--- src/rtl/mult_pkg.sv ---
// Shared definitions for the shift-add multiplier: FSM state encodings and default width.
package mult_pkg;

  localparam int DEFAULT_N = 32;

  typedef enum logic [1:0] {
    ST_IDLE = 2'd0,
    ST_RUN  = 2'd1,
    ST_DONE = 2'd2
  } state_e;

endpackage

--- src/rtl/mult_step.sv ---
// One shift-add iteration: adds (or on the last signed step subtracts) the multiplicand
// and produces the arithmetically shifted accumulator plus the bit retired into mq.
import mult_pkg::*;

module mult_step #(
  parameter int N = DEFAULT_N
) (
  input  logic [N:0]   acc_i,
  input  logic [N-1:0] mcand_i,
  input  logic         mq0_i,
  input  logic         sgn_i,
  input  logic         last_i,
  output logic [N:0]   acc_o,
  output logic         shift_in_o,
  output logic         ret_bit_o
);

  logic [N:0] addend;
  logic [N:0] sum;

  // The multiplier's sign bit carries negative weight, hence the final subtraction.
  always_comb begin
    addend = '0;
    if (mq0_i) begin
      addend = sgn_i ? {mcand_i[N-1], mcand_i} : {1'b0, mcand_i};
    end
    sum        = (sgn_i && last_i) ? (acc_i - addend) : (acc_i + addend);
    acc_o      = {sgn_i & sum[N], sum[N:1]};
    shift_in_o = sum[0];
    ret_bit_o  = sum[0];
  end

endmodule

--- src/rtl/shift_add_mult_hs.sv ---
// Sequential shift-add multiplier with valid/ready handshakes, signed/unsigned mode,
// full 2N-bit parallel product and an LSB-first serial stream of the low product half.
import mult_pkg::*;

module shift_add_mult_hs #(
  parameter int N = DEFAULT_N
) (
  input  logic           clk,
  input  logic           rst_n,
  input  logic           in_valid,
  output logic           in_ready,
  input  logic [N-1:0]   multiplicand,
  input  logic [N-1:0]   multiplier,
  input  logic           signed_mode,
  input  logic           flush,
  output logic           out_valid,
  input  logic           out_ready,
  output logic [2*N-1:0] product,
  output logic           ser_bit,
  output logic           ser_valid
);

  localparam int CNT_W = $clog2(N) + 1;

  state_e           state_q, state_d;
  logic [CNT_W-1:0] cnt_q, cnt_d;
  logic [N:0]       acc_q, acc_d;
  logic [N-1:0]     mq_q, mq_d;
  logic [N-1:0]     mcand_q, mcand_d;
  logic             sgn_q, sgn_d;
  logic [2*N-1:0]   product_q, product_d;
  logic             out_valid_q, out_valid_d;
  logic             ser_bit_q, ser_bit_d;
  logic             ser_valid_q, ser_valid_d;

  logic [N:0]       step_acc;
  logic             step_shift_in;
  logic             step_ret_bit;
  logic             last_iter;

  assign last_iter = (cnt_q == CNT_W'(N - 1));

  mult_step #(.N(N)) u_step (
    .acc_i      (acc_q),
    .mcand_i    (mcand_q),
    .mq0_i      (mq_q[0]),
    .sgn_i      (sgn_q),
    .last_i     (last_iter),
    .acc_o      (step_acc),
    .shift_in_o (step_shift_in),
    .ret_bit_o  (step_ret_bit)
  );

  always_comb begin
    state_d     = state_q;
    cnt_d       = cnt_q;
    acc_d       = acc_q;
    mq_d        = mq_q;
    mcand_d     = mcand_q;
    sgn_d       = sgn_q;
    product_d   = product_q;
    out_valid_d = out_valid_q;
    ser_bit_d   = ser_bit_q;
    ser_valid_d = 1'b0;

    unique case (state_q)
      ST_IDLE: begin
        if (in_valid) begin
          mcand_d = multiplicand;
          mq_d    = multiplier;
          acc_d   = '0;
          sgn_d   = signed_mode;
          cnt_d   = '0;
          state_d = ST_RUN;
        end
      end
      ST_RUN: begin
        acc_d       = step_acc;
        mq_d        = {step_shift_in, mq_q[N-1:1]};
        ser_bit_d   = step_ret_bit;
        ser_valid_d = 1'b1;
        cnt_d       = cnt_q + CNT_W'(1);
        // The product captures the post-iteration values so DONE is reached on the last step.
        if (last_iter) begin
          product_d   = {step_acc[N-1:0], step_shift_in, mq_q[N-1:1]};
          out_valid_d = 1'b1;
          state_d     = ST_DONE;
        end
      end
      ST_DONE: begin
        if (out_ready) begin
          out_valid_d = 1'b0;
          state_d     = ST_IDLE;
        end
      end
      default: state_d = ST_IDLE;
    endcase

    if (flush) begin
      state_d     = ST_IDLE;
      out_valid_d = 1'b0;
      ser_valid_d = 1'b0;
      cnt_d       = '0;
      product_d   = product_q;
    end
  end

  always_ff @(posedge clk) begin
    if (!rst_n) begin
      state_q     <= ST_IDLE;
      cnt_q       <= '0;
      acc_q       <= '0;
      mq_q        <= '0;
      mcand_q     <= '0;
      sgn_q       <= 1'b0;
      product_q   <= '0;
      out_valid_q <= 1'b0;
      ser_bit_q   <= 1'b0;
      ser_valid_q <= 1'b0;
    end else begin
      state_q     <= state_d;
      cnt_q       <= cnt_d;
      acc_q       <= acc_d;
      mq_q        <= mq_d;
      mcand_q     <= mcand_d;
      sgn_q       <= sgn_d;
      product_q   <= product_d;
      out_valid_q <= out_valid_d;
      ser_bit_q   <= ser_bit_d;
      ser_valid_q <= ser_valid_d;
    end
  end

  assign in_ready  = (state_q == ST_IDLE);
  assign out_valid = out_valid_q;
  assign product   = product_q;
  assign ser_bit   = ser_bit_q;
  assign ser_valid = ser_valid_q;

endmodule

--- config.mk ---
export PLATFORM = sky130hd
export DESIGN_NAME = shift_add_mult_hs
export DESIGN_NICKNAME = d
export VERILOG_FILES = /design/src/rtl/mult_pkg.sv /design/src/rtl/mult_step.sv /design/src/rtl/shift_add_mult_hs.sv
export SDC_FILE = /design/constraint.sdc
export NUM_CORES = 1
export LEC_CHECK = 0
export CORE_MARGIN = 5
export CORE_UTILIZATION = 45
export CTS_CLUSTER_DIAMETER = 200
export DETAILED_ROUTE_END_ITERATION = 7
export PLACE_DENSITY_LB_ADDON = 0.25
export SLEW_MARGIN = 20
export SYNTH_ARGS = -nofsm -noshare
export SYNTH_HDL_FRONTEND = slang
export SYNTH_HIERARCHICAL = 1
export SYNTH_SLANG_ARGS = --single-unit
--- constraint.sdc ---
create_clock -name clk -period 4.4 [get_ports clk]
set_clock_uncertainty 0.15 [all_clocks]
set_input_delay 0.88 -clock clk [delete_from_list [all_inputs] [get_ports clk]]
set_output_delay 0.88 -clock clk [all_outputs]
set_load 0.02 [all_outputs]
# Word-level counts from Yosys, hierarchy flattened
# Cells that the tools add are included.
# Widths: inputs -> output; s select.
op_classes:
  add_sub_neg: 3
  eq_ne: 6
  n_mux: 17
  n_bitwise: 3
  reduce_logical: 10
ops:
  columns: ["operator", "count"]
  rows:
  - ["$mux 33", 4]
  - ["$pmux 33 s2", 1]
  - ["$pmux 32 s2", 1]
  - ["$add 33x33->33", 1]
  - ["$sub 33x33->33", 1]
  - ["$mux 32", 1]
  - ["$pmux 6 s2", 1]
  - ["$reduce_and 3->1", 3]
  - ["$add 6x1->6 const B", 1]
  - ["$eq 6x5->1 const B", 1]
  - ["$mux 2", 3]
  - ["$mux 6", 1]
  - ["$pmux 2 s3", 1]
  - ["$ne 2x2->1 const B", 2]
  - ["$reduce_and 2->1", 2]
  - ["$reduce_bool 2->1", 2]
  - ["$mux 1", 3]
  - ["$eq 2x1->1 const B", 1]
  - ["$eq 2x2->1 const B", 1]
  - ["$logic_not 2->1", 1]
  - ["$ne 2x1->1 const B", 1]
  - ["$not 1->1", 2]
  - ["$pmux 1 s2", 1]
  - ["$reduce_or 2->1", 1]
  - ["2 further kinds", 2]
totals:
  register_bits: 173
  inputBits: 70
  output_inout_bits: 68
  elab_cells: 49

# Longest topological paths before layout
logic_depth:
  word_depth: 6
  ltp_mapped: 22
  depth_no_buf: 18

# Hierarchy
# Netlist, hierarchy kept.
modules_own_cells:
  columns: ["mod", "n_inst", "cells_each", "area_per_inst_um2", "seq_area_each_um2"]
  rows:
  - ["shift_add_mult_hs", 1, 771, 6925.4, 3463.3]
  - ["mult_step", 1, 438, 2765.2, 0.0]

# Worst setup path after synthesis
# Ideal clock, no wire load.
synth_path:
  kind: "reg2reg"
  startpoint: "register mq_q[0]"
  endpoint: "register acc_q[29]"
  setup_ps: 76
  arrival_ps: 4281
  required_ps: 4174
  setup_slack_ps: -106
  stages_incl_launch_ff: 22
  path_buffers: 4
  synth_period_minus_slack_ps: 4506
  path_cell_list: "dfxtp_1 clkbuf_1 clkbuf_1 clkbuf_1 nand2_1 ha_1 nand2_1 a211oi_4 nor2_1 or2_0 clkbuf_2 o211ai_1 ha_1 and4_1 and3_1 o211ai_1 a32oi_1 a31o_2 a41oi_1 xnor2_1 nand2_1 a21boi_0"
synth_between:
  elab_chain_cells: 4
  elab_cells_between_ends: 5
  classes_between: "add/sub (2); mux (3)"
synth_lines:
  columns: ["item", "line_no", "text"]
  rows:
  - ["from (decl)", "shift_add_mult_hs.sv:28", "logic [N-1:0] mq_q, mq_d;"]
  - ["from (signal assigned)", "shift_add_mult_hs.sv:124", "mq_q <= mq_d;"]
  - ["$mux 33 *", "mult_step.sv:24", "if (mq0_i) begin"]
  - ["$add 33x33->33 or $sub 33x33->33 (tied branches)", "mult_step.sv:27", "sum = (sgn_i && last_i) ? (acc_i - addend) : (acc_i + addend);"]
  - ["$mux 33 *", "mult_step.sv:27", null]
  - ["net step_acc[29]", "shift_add_mult_hs.sv:36", "logic [N:0] step_acc;"]
  - ["$pmux 33 s2 *", "shift_add_mult_hs.sv:66", "unique case (state_q)"]
  - ["to (signal assigned)", "shift_add_mult_hs.sv:112", "acc_q <= '0;"]
  - ["to (signal assigned)", "shift_add_mult_hs.sv:123", "acc_q <= acc_d;"]
  - ["to (decl)", "shift_add_mult_hs.sv:27", "logic [N:0] acc_q, acc_d;"]
# Mark *: on every way through the listed nets, which the timed path passes. The rest lies on a longest branch.
# A chain may end at the register's enable or synchronous reset.

# Worst setup path after layout
layout_path:
  startpoint: "register mcand_q[7]"
  endpoint: "register acc_q[28]"
layout_between:
  elab_chain_cells: 5
  elab_cells_between_ends: 6
  classes_between: "add/sub (2); mux (4)"
layout_lines:
  columns: ["item", "line_no", "text"]
  rows:
  - ["from (decl)", "shift_add_mult_hs.sv:29", "logic [N-1:0] mcand_q, mcand_d;"]
  - ["from (signal assigned)", "shift_add_mult_hs.sv:125", "mcand_q <= mcand_d;"]
  - ["$mux 33 *", "mult_step.sv:25", "addend = sgn_i ? {mcand_i[N-1], mcand_i} : {1'b0, mcand_i};"]
  - ["$mux 33 *", "mult_step.sv:24", null]
  - ["$add 33x33->33 or $sub 33x33->33 (tied branches)", "mult_step.sv:27", null]
  - ["$mux 33 *", "mult_step.sv:27", null]
  - ["net step_acc[28]", "shift_add_mult_hs.sv:36", null]
  - ["$pmux 33 s2 *", "shift_add_mult_hs.sv:66", null]
# Marks and branches as above.

==> results.toml <==
[status]
run_status = "complete, no violations"

[route]
dr_total_vias = 8745
drtIter0Drc = 597
wl_per_cell_um = 16.1
wl_um = 26300
antenna_left = 0
viasPerCell = 5.38
drc = 0
drt_pre_antenna_iters = 5

[synth]
synth_commonest_cells = "nand2_1, dfxtp_1, a21oi_1"
synth_cells = 1209
synth_area_um2 = 9690
synth_top_area_share_pct = 35.7
ys_types = 66
synth-main-ff-cell = "dfxtp_1"
ys_async_sr_fraction_pct = 0
yosysSeqAreaShare_pct = 35.7
synth.most_common_cell = "nand2_1"
synth_area_per_cell_um2 = 8.02
yosys.area.top_type = "dfxtp_1"
yosys_warnings = 6
synth_edf_count = 0
synth-seq-cells = 173
synth_area_leaders = "dfxtp_1, nand2_1, mux2i_1"
syn-num-nets = 1314

[setup_path]
cp-start-kind = "flop"
ff2ff_path_depth = 15
worstPathMaxFanout = 7
r2r-start = "mcand_q[7]"
required_ns = 4.61
path_class = "flop to flop"
cp.arrival_ns = 4.44
r2r_slack_ns = 0.16
cp-end-kind = "flop"
r2r_end = "acc_q[28]"

[final_layout]
antenna_cells = 0
nets = 1443
final_area_um2 = 12200
fillers = 1973
final_cells = 1626
area_delta_synth_final_pct = 25.5
drive_above_1_share_pct = 9.77

[worst_hold_path]
worstHoldEndpoint = "product[38]"
hold_class = "flop to flop"
hold_depth = 2
holdCritStartpoint = "product[38]"

[cts]
clkLatencyLatePin_ns = 0.43
cts_htree_levels = 4
path_clk_slew_ns = 0.07
cts.sinks = 173
clock_path_buffers = 2
cts_buffers = 17
root_buffer = "clkbuf_16"
cts_tree = "built"

[power_and_ir_drop]
power_density_nw_per_um2 = 386
power_mw = 4.69
ir_drop_mv = 0.223
p_leak_nw = 4.57

[job]
cap_violations = 0

[placed_design]
dp_cells = 1591
place.gp.congestion = 0.908
postPlaceCellArea_um2 = 11400
io_buffers = 137
place_hpwl_um = 18800

[die]
start_util_pct = 46.0
die_y_um = 157
die_w_um = 157
rows = 53
core-area_um2 = 21100
io_pins = 138
die_area_um2 = 24600

[sta]
relSlewSlack_pct = 27.0
hold_viol = 0
hold_ws_ns = 0.306
tightest_slew_ns = 1.10
setup_tns_ns = 0
rsz0062_at_grt = "yes"
timing.fmax_ghz = 0.236
drv_slew = 0
period_share_pct = 96.3
setup_violations = 0
fin_crit_ns = 4.24

[global_routing]
antenna_found_initial = 0
grtUsageTotal_pct = 20.8
grt_pass1_vias = 7988
grt_overflow = 0
grt_max_degree = 116
grt_first_pass_wirelength_um = 41700
==> state kept, by name, indices dropped and copies added (netlist names) <==
| name | count |
|---|---|
| product | 64 |
| acc_q | 33 |
| mcand_q | 32 |
| mq_q | 32 |
| cnt_q | 6 |
| state_q | 2 |
| out_valid | 1 |
| ser_bit | 1 |
| ser_valid | 1 |
| sgn_q | 1 |
==> where the power goes <==
group	internal (mW)	leakage, nW	switching (mW)
clock	0.816	0.293	0.727
sequential	1.63	1.41	0.0620
combinational	0.623	2.86	0.832
==> metal layers <==
metal	track usage [%]	wire, um	vias up
met1	31.5	13200	4046
met5	0	0	-
met3	2.77	1320	22
met2	31.1	11400	225
met4	5.33	357	0
li1	-	-	4452
==> per-stage QoR <==
step           setup WS [ns]  utilization, %
2_1_floorplan         0.0688               -
3_3_place_gp         -0.0239            53.9
3_5_place_dp         -0.0549            53.9
4_1_cts               0.0313            56.8
5_1_grt              -0.0182            57.7
6_report               0.165            57.7
==> layout make-up <==
cell class	count	area [um^2]	area share [%]
Multi-Input combinational cell	904	5740	47.2
Timing Repair Buffer	194	1840	15.1
Inverter	48	180	1.48
Clock buffer	18	429	3.53
Clock inverter	14	169	1.39
Sequential cell	173	3460	28.5
Tap cell	275	344	2.83
==> worst max-delay path by stage <==
| stage | from | slack [ns] | endpoint | depth (start not counted) |
|---|---|---|---|---|
| floorplan | mq_q[0] | 0.07 | acc_q[29] | 21 |
| global placement | cnt_q[0] | -0.02 | acc_q[32] | 20 |
| detailed placement | mcand_q[13] | -0.05 | acc_q[28] | 17 |
| CTS | cnt_q[0] | 0.03 | acc_q[28] | 18 |
| global route | mcand_q[12] | -0.02 | acc_q[21] | 16 |
| finish | mcand_q[7] | 0.16 | acc_q[28] | 15 |
==> kinds of logic after synthesis <==
logic type               share of synthesized area, %
AND/OR/NAND/NOR                                  20.7
adder cells (fa/ha/maj)                          4.60
buffers and inverters                            7.02
flip-flops                                       35.7
AO/OA/AOI/OAI                                    20.2
XOR/XNOR                                         4.70
multiplexers                                     7.05
==> layout by cell type, fill, tap and decap left out, drive strengths merged, types with 4 or more instances in the layout <==
master	instances
nand2	305
dfxtp	173
clkdlybuf4s50	136
a21oi	97
a21boi	68
mux2i	66
buf	58
inv	56
nand3	51
nor2	34
ha	34
xor2	32
o221ai	31
o21ai	30
xnor2	20
clkbuf	18
nor3	10
nor4	9
o211ai	8
nand4	7
o21bai	7
a211oi	7
or3	6
a21o	6
a31oi	6
and2	5
or4	5
clkinv	5
o21a	4
o41ai	4
nand2b	4
a22oi	4
and4	4
nor2b	4
==> worst max-delay path, cell delays in order, from the launching register on <==
cell	delay (ns)
dfxtp_1	0.31
or4_1	0.56
or4_4	0.46
a211oi_4	0.26
nor2_1	0.08
or2_1	0.26
o211ai_1	0.14
ha_1	0.31
and4_4	0.23
a221o_1	0.32
a31o_4	0.26
a31oi_2	0.24
o41a_1	0.22
xnor2_2	0.13
nand2_1	0.06
a21boi_0	0.17
==> timing repair <==
item,4_1_cts,5_1_grt
hold buffers,0,0
setup endpoints to repair,4,38
gates resized for setup,3,44
pin swaps,0,13
buffers inserted,0,3
Note: power is estimated with default switching activity, not from simulation.
